File: src/rtl/stopwatch_bcd_pkg.sv
// stopwatch_pkg: shared BCD digit type, FSM states and digit limits for stopwatch_bcd.
package stopwatch_pkg;
    typedef logic [3:0] bcd_t;
    typedef enum logic [1:0] {IDLE, RUN, PAUSE} sw_state_t;
    localparam bcd_t BCD_MAX      = 4'd9;
    localparam bcd_t SEC_TENS_MAX = 4'd5;
endpackage

File: src/rtl/stopwatch_bcd_if.sv
// stopwatch_bcd_if: button inputs and display outputs of the stopwatch.
// Lap signals exist only when STOPWATCH_LAP_EN is defined.
interface stopwatch_bcd_if;
    logic        btn_ss;
    logic        btn_clr;
    logic [15:0] digits;
    logic        running;
    logic        wrap;
`ifdef STOPWATCH_LAP_EN
    logic        btn_lap;
    logic        lap_active;
`endif
    modport master (
        output btn_ss, btn_clr,
        input  digits, running, wrap
`ifdef STOPWATCH_LAP_EN
        , output btn_lap
        , input  lap_active
`endif
    );
    modport slave (
        input  btn_ss, btn_clr,
        output digits, running, wrap
`ifdef STOPWATCH_LAP_EN
        , input  btn_lap
        , output lap_active
`endif
    );
endinterface

File: src/rtl/bcd_digit_cnt.sv
// bcd_digit_cnt: one BCD digit rolling over at MAX, chained through carry.
module bcd_digit_cnt import stopwatch_pkg::*; #(
    parameter bcd_t MAX = BCD_MAX
) (
    input  logic clk,
    input  logic rst_n,
    input  logic clr,
    input  logic inc,
    output bcd_t q,
    output logic carry
);
    always_ff @(posedge clk or negedge rst_n)
        if (!rst_n)   q <= '0;
        else if (clr) q <= '0;
        else if (inc) q <= (q == MAX) ? '0 : q + 4'd1;
    assign carry = inc && q == MAX;
endmodule

File: src/rtl/stopwatch_bcd.sv
// stopwatch_bcd: SS.CC BCD stopwatch with start/stop/clear.
// Optional lap-hold display enabled by defining STOPWATCH_LAP_EN.
module stopwatch_bcd import stopwatch_pkg::*; #(
    parameter int CLK_HZ  = 50_000_000,
    parameter int TICK_HZ = 100
) (
    input logic             clk,
    input logic             rst_n,
    stopwatch_bcd_if.slave  sif
);
    localparam int DIV = CLK_HZ / TICK_HZ;
    localparam int PW  = $clog2(DIV);
    if (CLK_HZ % TICK_HZ != 0 || DIV < 2) begin : g_bad_cfg
        $error("stopwatch_bcd: CLK_HZ must be a multiple of TICK_HZ with DIV >= 2");
    end
    sw_state_t       state, nxt;
    logic [PW-1:0]   pre;
    logic            ss_q, clr_q, running_q, wrap_q;
    logic            ss_edge, clr_edge, tick;
    logic [3:0]      inc, c;
    bcd_t            d [4];
    logic [15:0]     live;
    assign ss_edge  = sif.btn_ss & ~ss_q;
    assign clr_edge = sif.btn_clr & ~clr_q;
    assign tick     = state == RUN && pre == PW'(DIV - 1);
    assign inc      = {c[2:0], tick};
    assign live     = {d[3], d[2], d[1], d[0]};
    always_comb begin
        nxt = state;
        nxt = clr_edge ? IDLE : ss_edge ? (state == RUN ? PAUSE : RUN) : state;
    end
    always_ff @(posedge clk or negedge rst_n)
        if (!rst_n) begin
            state     <= IDLE;
            pre       <= '0;
            ss_q      <= 1'b0;
            clr_q     <= 1'b0;
            running_q <= 1'b0;
            wrap_q    <= 1'b0;
        end else begin
            state     <= nxt;
            ss_q      <= sif.btn_ss;
            clr_q     <= sif.btn_clr;
            running_q <= nxt == RUN;
            wrap_q    <= c[3] && !clr_edge;
            // PAUSE keeps the partial tick so a resume finishes it
            pre       <= (clr_edge || state == IDLE) ? '0 :
                         state == RUN ? (tick ? '0 : pre + PW'(1)) : pre;
        end
    for (genvar i = 0; i < 4; i++) begin : g_dig
        bcd_digit_cnt #(.MAX(i == 3 ? SEC_TENS_MAX : BCD_MAX)) u_dig (
            .clk   (clk),
            .rst_n (rst_n),
            .clr   (clr_edge),
            .inc   (inc[i]),
            .q     (d[i]),
            .carry (c[i])
        );
    end
    assign sif.running = running_q;
    assign sif.wrap    = wrap_q;
`ifdef STOPWATCH_LAP_EN
    logic        lap_q, lap_on;
    logic [15:0] hold;
    logic        lap_edge;
    assign lap_edge = sif.btn_lap & ~lap_q & (state == RUN);
    always_ff @(posedge clk or negedge rst_n)
        if (!rst_n) begin
            lap_q  <= 1'b0;
            lap_on <= 1'b0;
            hold   <= '0;
        end else begin
            lap_q  <= sif.btn_lap;
            lap_on <= clr_edge ? 1'b0 : lap_edge ? ~lap_on : lap_on;
            hold   <= (lap_edge && !lap_on && !clr_edge) ? live : hold;
        end
    assign sif.lap_active = lap_on;
    assign sif.digits     = lap_on ? hold : live;
`else
    assign sif.digits = live;
`endif
endmodule

File: src/flat_wrapper.sv
// flat-port wrapper written by rule: the top's interface ports become plain ports
module stopwatch_bcd_flat import stopwatch_pkg::*;
#(
    parameter int CLK_HZ  = 50_000_000,
    parameter int TICK_HZ = 100
)
  (clk, rst_n, sif_btn_ss, sif_btn_clr, sif_digits, sif_running, sif_wrap);
  stopwatch_bcd_if sif_i ();
  input logic clk;
  input logic rst_n;
  input wire logic [$bits(sif_i.btn_ss)-1:0] sif_btn_ss;
  input wire logic [$bits(sif_i.btn_clr)-1:0] sif_btn_clr;
  output wire logic [$bits(sif_i.digits)-1:0] sif_digits;
  output wire logic [$bits(sif_i.running)-1:0] sif_running;
  output wire logic [$bits(sif_i.wrap)-1:0] sif_wrap;
  assign sif_i.btn_ss = sif_btn_ss;
  assign sif_i.btn_clr = sif_btn_clr;
  assign sif_digits = sif_i.digits;
  assign sif_running = sif_i.running;
  assign sif_wrap = sif_i.wrap;
  stopwatch_bcd #(.CLK_HZ(CLK_HZ), .TICK_HZ(TICK_HZ)) u_core (.clk(clk), .rst_n(rst_n), .sif(sif_i));
endmodule
File: config.mk
export PLATFORM = sky130hd
export DESIGN_NAME = stopwatch_bcd_flat
export DESIGN_NICKNAME = d
export VERILOG_FILES = /design/src/rtl/stopwatch_bcd_pkg.sv /design/src/rtl/stopwatch_bcd_if.sv /design/src/rtl/bcd_digit_cnt.sv /design/src/rtl/stopwatch_bcd.sv /design/src/flat_wrapper.sv
export SDC_FILE = /design/constraint.sdc
export NUM_CORES = 1
export LEC_CHECK = 0
export ABC_AREA = 1
export CAP_MARGIN = 40
export CORE_MARGIN = 4
export CORE_UTILIZATION = 45
export CTS_BUF_LIST = sky130_fd_sc_hd__clkbuf_4 sky130_fd_sc_hd__clkbuf_8 sky130_fd_sc_hd__clkbuf_16
export DETAILED_ROUTE_END_ITERATION = 6
export PLACE_DENSITY_LB_ADDON = 0.08
export SYNTH_ARGS = -nofsm -noshare
export SYNTH_HDL_FRONTEND = slang
export SYNTH_SLANG_ARGS = --single-unit
File: constraint.sdc
create_clock -name clk -period 1.74 [get_ports clk]
set_input_delay 0.522 -clock clk [delete_from_list [all_inputs] [get_ports clk]]
set_output_delay 0.522 -clock clk [all_outputs]
set_load 0.02 [all_outputs]
==> run_summary.xml <==
<?xml version="1.0" encoding="UTF-8"?>
<metrics>
  <group name="status">
    <metric name="result_of_the_run" unit="">finished, final reports clean</metric>
  </group>
  <group name="setup_path">
    <metric name="slowest_delay" unit="ps">470</metric>
    <metric name="critical_path_s_slowest_cell" unit="">sky130_fd_sc_hd__clkdlybuf4s50_1</metric>
    <metric name="worstReg2RegStart" unit="">u_core.pre[0]</metric>
    <metric name="worst-r2r-cell-count" unit="">10</metric>
    <metric name="maximum_net_fanout_on_the_critical_path" unit="">7</metric>
    <metric name="worst-endpoint-arrival" unit="ps">1820</metric>
    <metric name="worstPathCellList" unit="">clkdlybuf4s50_1 &gt; inv_1 &gt; nor2_4 &gt; nor2_1 &gt; inv_2 &gt; nand2_1 &gt; nor2_1 &gt; xor2_1 &gt; nor2_1</metric>
    <metric name="timing.critical_path.from_type" unit="">primary input</metric>
    <metric name="r2r_setup_slack" unit="ps">110</metric>
    <metric name="most_used_cell_cp" unit="">sky130_fd_sc_hd__nor2_1</metric>
    <metric name="worst_setup_path_end_kind" unit="">flop</metric>
    <metric name="reg2reg_to" unit="">u_core.g_dig[3].u_dig.q[3]</metric>
    <metric name="setup.worst_path.class" unit="">in2reg</metric>
    <metric name="required" unit="ps">1910</metric>
  </group>
  <group name="finish">
    <metric name="finish.net_count" unit="">370</metric>
    <metric name="post-route-cell-area" unit="µm²">3010</metric>
    <metric name="fill_cells" unit="">473</metric>
    <metric name="n_antenna_cell" unit="">0</metric>
    <metric name="stdcell_count" unit="">427</metric>
    <metric name="area_delta_synth_final" unit="%">23.3</metric>
    <metric name="drive_gt1_share" unit="%">16.2</metric>
  </group>
  <group name="detailed_routing">
    <metric name="postRouteAntennaNets" unit="">0</metric>
    <metric name="drt_wl_total" unit="µm">5630</metric>
    <metric name="wl_per_cell" unit="µm">13.2</metric>
    <metric name="drt_pass1_iterations" unit="">4</metric>
    <metric name="drc" unit="">0</metric>
    <metric name="count_of_vias_placed_by_the_detailed_router" unit="">2200</metric>
    <metric name="initialDrtViolationCount" unit="">107</metric>
    <metric name="vias_per_cell" unit="">5.15</metric>
  </group>
  <group name="yosys">
    <metric name="xor_and_xnor_fraction_of_the_mapped_netlist_area" unit="%">5.73</metric>
    <metric name="ys_types" unit="">30</metric>
    <metric name="synth_edf_count" unit="">0</metric>
    <metric name="synthesis.area" unit="µm²">2440</metric>
    <metric name="postSynthNetCount" unit="">319</metric>
    <metric name="synth-compound-area-share" unit="%">6.20</metric>
    <metric name="yosys_warnings" unit="">0</metric>
    <metric name="netlist.top_cell.by_area" unit="">sky130_fd_sc_hd__dfrtp_1</metric>
    <metric name="syn-instance-count" unit="">306</metric>
    <metric name="synth-adder-area-share" unit="%">4.61</metric>
    <metric name="synth_area_per_cell" unit="µm²">7.99</metric>
    <metric name="ys_seq_elements" unit="">41</metric>
    <metric name="synth_top_area_share" unit="%">42.0</metric>
    <metric name="postSynth.asyncResetShare" unit="%">100</metric>
    <metric name="postSynth.topFlopCell" unit="">sky130_fd_sc_hd__dfrtp_1</metric>
    <metric name="yosys.area_share.simple" unit="%">34.8</metric>
    <metric name="ranking_of_synthesized_cells_by_area" unit="">sky130_fd_sc_hd__dfrtp_1 42%, sky130_fd_sc_hd__nand2_1 8.6%, sky130_fd_sc_hd__nor2_1 6.8%, sky130_fd_sc_hd__nand3_1 6.1%, sky130_fd_sc_hd__inv_1 5.4%</metric>
    <metric name="synth_sequential_area_ratio" unit="%">42.0</metric>
    <metric name="synth_mux_area_share" unit="%">0.410</metric>
    <metric name="yosysMostFrequentCell" unit="">sky130_fd_sc_hd__nand2_1</metric>
    <metric name="synth_top_family_by_area" unit="">simple AND/OR/NAND/NOR gates</metric>
    <metric name="ys_top_cells_by_count" unit="">56 x sky130_fd_sc_hd__nand2_1, 44 x sky130_fd_sc_hd__nor2_1, 41 x sky130_fd_sc_hd__dfrtp_1</metric>
  </group>
  <group name="sta">
    <metric name="tightest_slew" unit="ps">367</metric>
    <metric name="maxClockFrequency" unit="MHz">607</metric>
    <metric name="timing.final.ws_setup" unit="ps">91.9</metric>
    <metric name="slew_headroom" unit="%">75.3</metric>
    <metric name="setup-violations-final" unit="">0</metric>
    <metric name="rsz_0062_raised_after_global_routing" unit="">false</metric>
    <metric name="fin_crit_sh" unit="%">94.7</metric>
    <metric name="totalNegativeSetupSlack" unit="ps">0</metric>
    <metric name="final_slew_violations" unit="">0</metric>
    <metric name="timing.final.hold_violations" unit="">0</metric>
    <metric name="finalCriticalPeriod" unit="ps">1650</metric>
    <metric name="finalClockSkew" unit="ps">6.14</metric>
  </group>
  <group name="power_and_ir_drop">
    <metric name="vdd_drop_max" unit="mV">0.483</metric>
    <metric name="p_leak" unit="nW">1.46</metric>
    <metric name="post-layout-total-power" unit="W">0.00227</metric>
    <metric name="cellPowerDensity" unit="nW/µm²">754</metric>
  </group>
  <group name="place">
    <metric name="dpl_worst_slack" unit="ps">-218</metric>
    <metric name="place.gp.congestion" unit="">0.905</metric>
    <metric name="dpl.cell_count" unit="">419</metric>
    <metric name="post-dp-hpwl" unit="µm">4200</metric>
    <metric name="post_dp_area" unit="µm²">2920</metric>
    <metric name="place.port_buffers" unit="">21</metric>
  </group>
  <group name="die">
    <metric name="die-width" unit="µm">81.7</metric>
    <metric name="floorplan.io_pins" unit="">22</metric>
    <metric name="die-height" unit="µm">81.7</metric>
    <metric name="std_cell_rows" unit="">26</metric>
    <metric name="floorplan.core_area" unit="µm²">5170</metric>
    <metric name="start_util" unit="%">47.2</metric>
    <metric name="fp.dieArea" unit="µm²">6670</metric>
  </group>
  <group name="grt">
    <metric name="grt_util_met2" unit="%">28.7</metric>
    <metric name="gr-usage-met1" unit="%">27.0</metric>
    <metric name="largest_net_degree_at_the_start_of_global_routing" unit="">42</metric>
    <metric name="global_route.overflow_total" unit="">0</metric>
    <metric name="global_route.usage.met3" unit="%">3.62</metric>
    <metric name="grt_usage" unit="%">18.9</metric>
    <metric name="global_route.peak_usage_layer" unit="">met2</metric>
    <metric name="number_of_global_route_vias_before_repair" unit="">2117</metric>
    <metric name="global_route_wire_length_before_repair" unit="µm">9740</metric>
    <metric name="grt_antenna_before_repair" unit="">0</metric>
  </group>
  <group name="cts">
    <metric name="worstSkewPairLatency" unit="ps">290</metric>
    <metric name="holdBufCountCts" unit="">0</metric>
    <metric name="cts_buffer_depth" unit="">2</metric>
    <metric name="cts.htree.levels" unit="">2</metric>
    <metric name="cts.clk_slew.worst_paths" unit="ps">80</metric>
    <metric name="tritoncts.num_buffers" unit="">5</metric>
    <metric name="cts_root_buf" unit="">sky130_fd_sc_hd__clkbuf_8</metric>
    <metric name="cts_tree" unit="">yes</metric>
    <metric name="cts.sink_count" unit="">41</metric>
  </group>
  <group name="min_path">
    <metric name="min_path_type" unit="">in2async</metric>
  </group>
  <group name="flow_run">
    <metric name="maxCapViolCount" unit="">0</metric>
  </group>
</metrics>
==> worst max-delay path, delay by kind of cell <==
family                    cells  cell delay, ps
and+or+nand+nor               5             480
xor gates and xnor gates      1             160
buffers and inverters         3             660
==> layout make-up <==
| class | count | area [µm²] | area share, % |
|---|---|---|---|
| Timing Repair Buffer | 47 | 390 | 13.0 |
| Clock buffer | 7 | 90.1 | 2.99 |
| Inverter | 37 | 139 | 4.61 |
| Tap cell | 70 | 87.6 | 2.91 |
| Multi-Input combinational cell | 225 | 1280 | 42.5 |
| Sequential cell | 41 | 1030 | 34.0 |
==> layer usage <==
| metal | up-vias | part of all wire (%) | wire length (µm) |
|---|---|---|---|
| met3 | 9 | 6.0 | 336 |
| met5 | - | 0 | 0 |
| met2 | 66 | 44 | 2450 |
| li1 | 1105 | - | - |
| met4 | 0 | 2.0 | 112 |
| met1 | 1020 | 49 | 2730 |
==> metrics by stage <==
step | hold WS [ps] | util, %
after CTS | 191 | 57.8
final | 187 | 58.3
after global placement | 498 | 56.5
after detailed placement | 502 | 56.5
after floorplan | 226 | -
after global routing | 206 | 58.3
==> sequential cells by signal (all words and copies together) (netlist names) <==
register and count:
u_core.clr_q 1, u_core.g_dig.u_dig.q 16, u_core.pre 19, u_core.sif.running 1, u_core.sif.wrap 1, u_core.ss_q 1
u_core.state 2
==> cells in the final DEF, fill, tap and decap left out, types with 13 or more instances in the layout <==
master,instances
sky130_fd_sc_hd__buf_4,25
sky130_fd_sc_hd__o21ai_0,13
sky130_fd_sc_hd__nand2_1,56
sky130_fd_sc_hd__nor2_1,41
sky130_fd_sc_hd__inv_1,35
sky130_fd_sc_hd__dfrtp_1,41
sky130_fd_sc_hd__nand4_1,16
sky130_fd_sc_hd__xor2_1,13
sky130_fd_sc_hd__nand3_1,30
sky130_fd_sc_hd__dlygate4sd2_1,18
==> cell families after synthesis <==
| logic type | count (synthesis) |
|---|---|
| buf+inv | 40 |
| compound gates | 27 |
| mux | 1 |
| xor+xnor | 16 |
| simple gates | 172 |
| fa+ha+maj | 9 |
| flops | 41 |
==> report_power, final <==
group	internal, W	total, W	leakage [nW]	switching [W]
combinational	0.000221	0.000537	0.852	0.000315
clock	0.000331	0.000651	0.0477	0.000320
sequential	0.00102	0.00108	0.555	0.0000648
==> worst max-delay path by stage <==
stage / slack [ps] / end / from
after floorplan: 160 / u_core.g_dig[3].u_dig.q[0] / u_core.g_dig[1].u_dig.q[0]
after global placement: -210 / u_core.pre[8] / sif_btn_clr
after detailed placement: -220 / u_core.pre[8] / sif_btn_clr
after CTS: 40 / u_core.pre[13] / u_core.pre[0]
after global routing: 0.1 / u_core.pre[8] / sif_btn_clr
final: 90 / u_core.pre[8] / sif_btn_clr
==> what timing repair did <==
item	in CTS	in global routing
resized for setup	18	5
pin swaps	0	1
buffers inserted	0	1
endpoints found under the setup margin	18	18
Note: power is estimated with default switching activity, not from simulation.
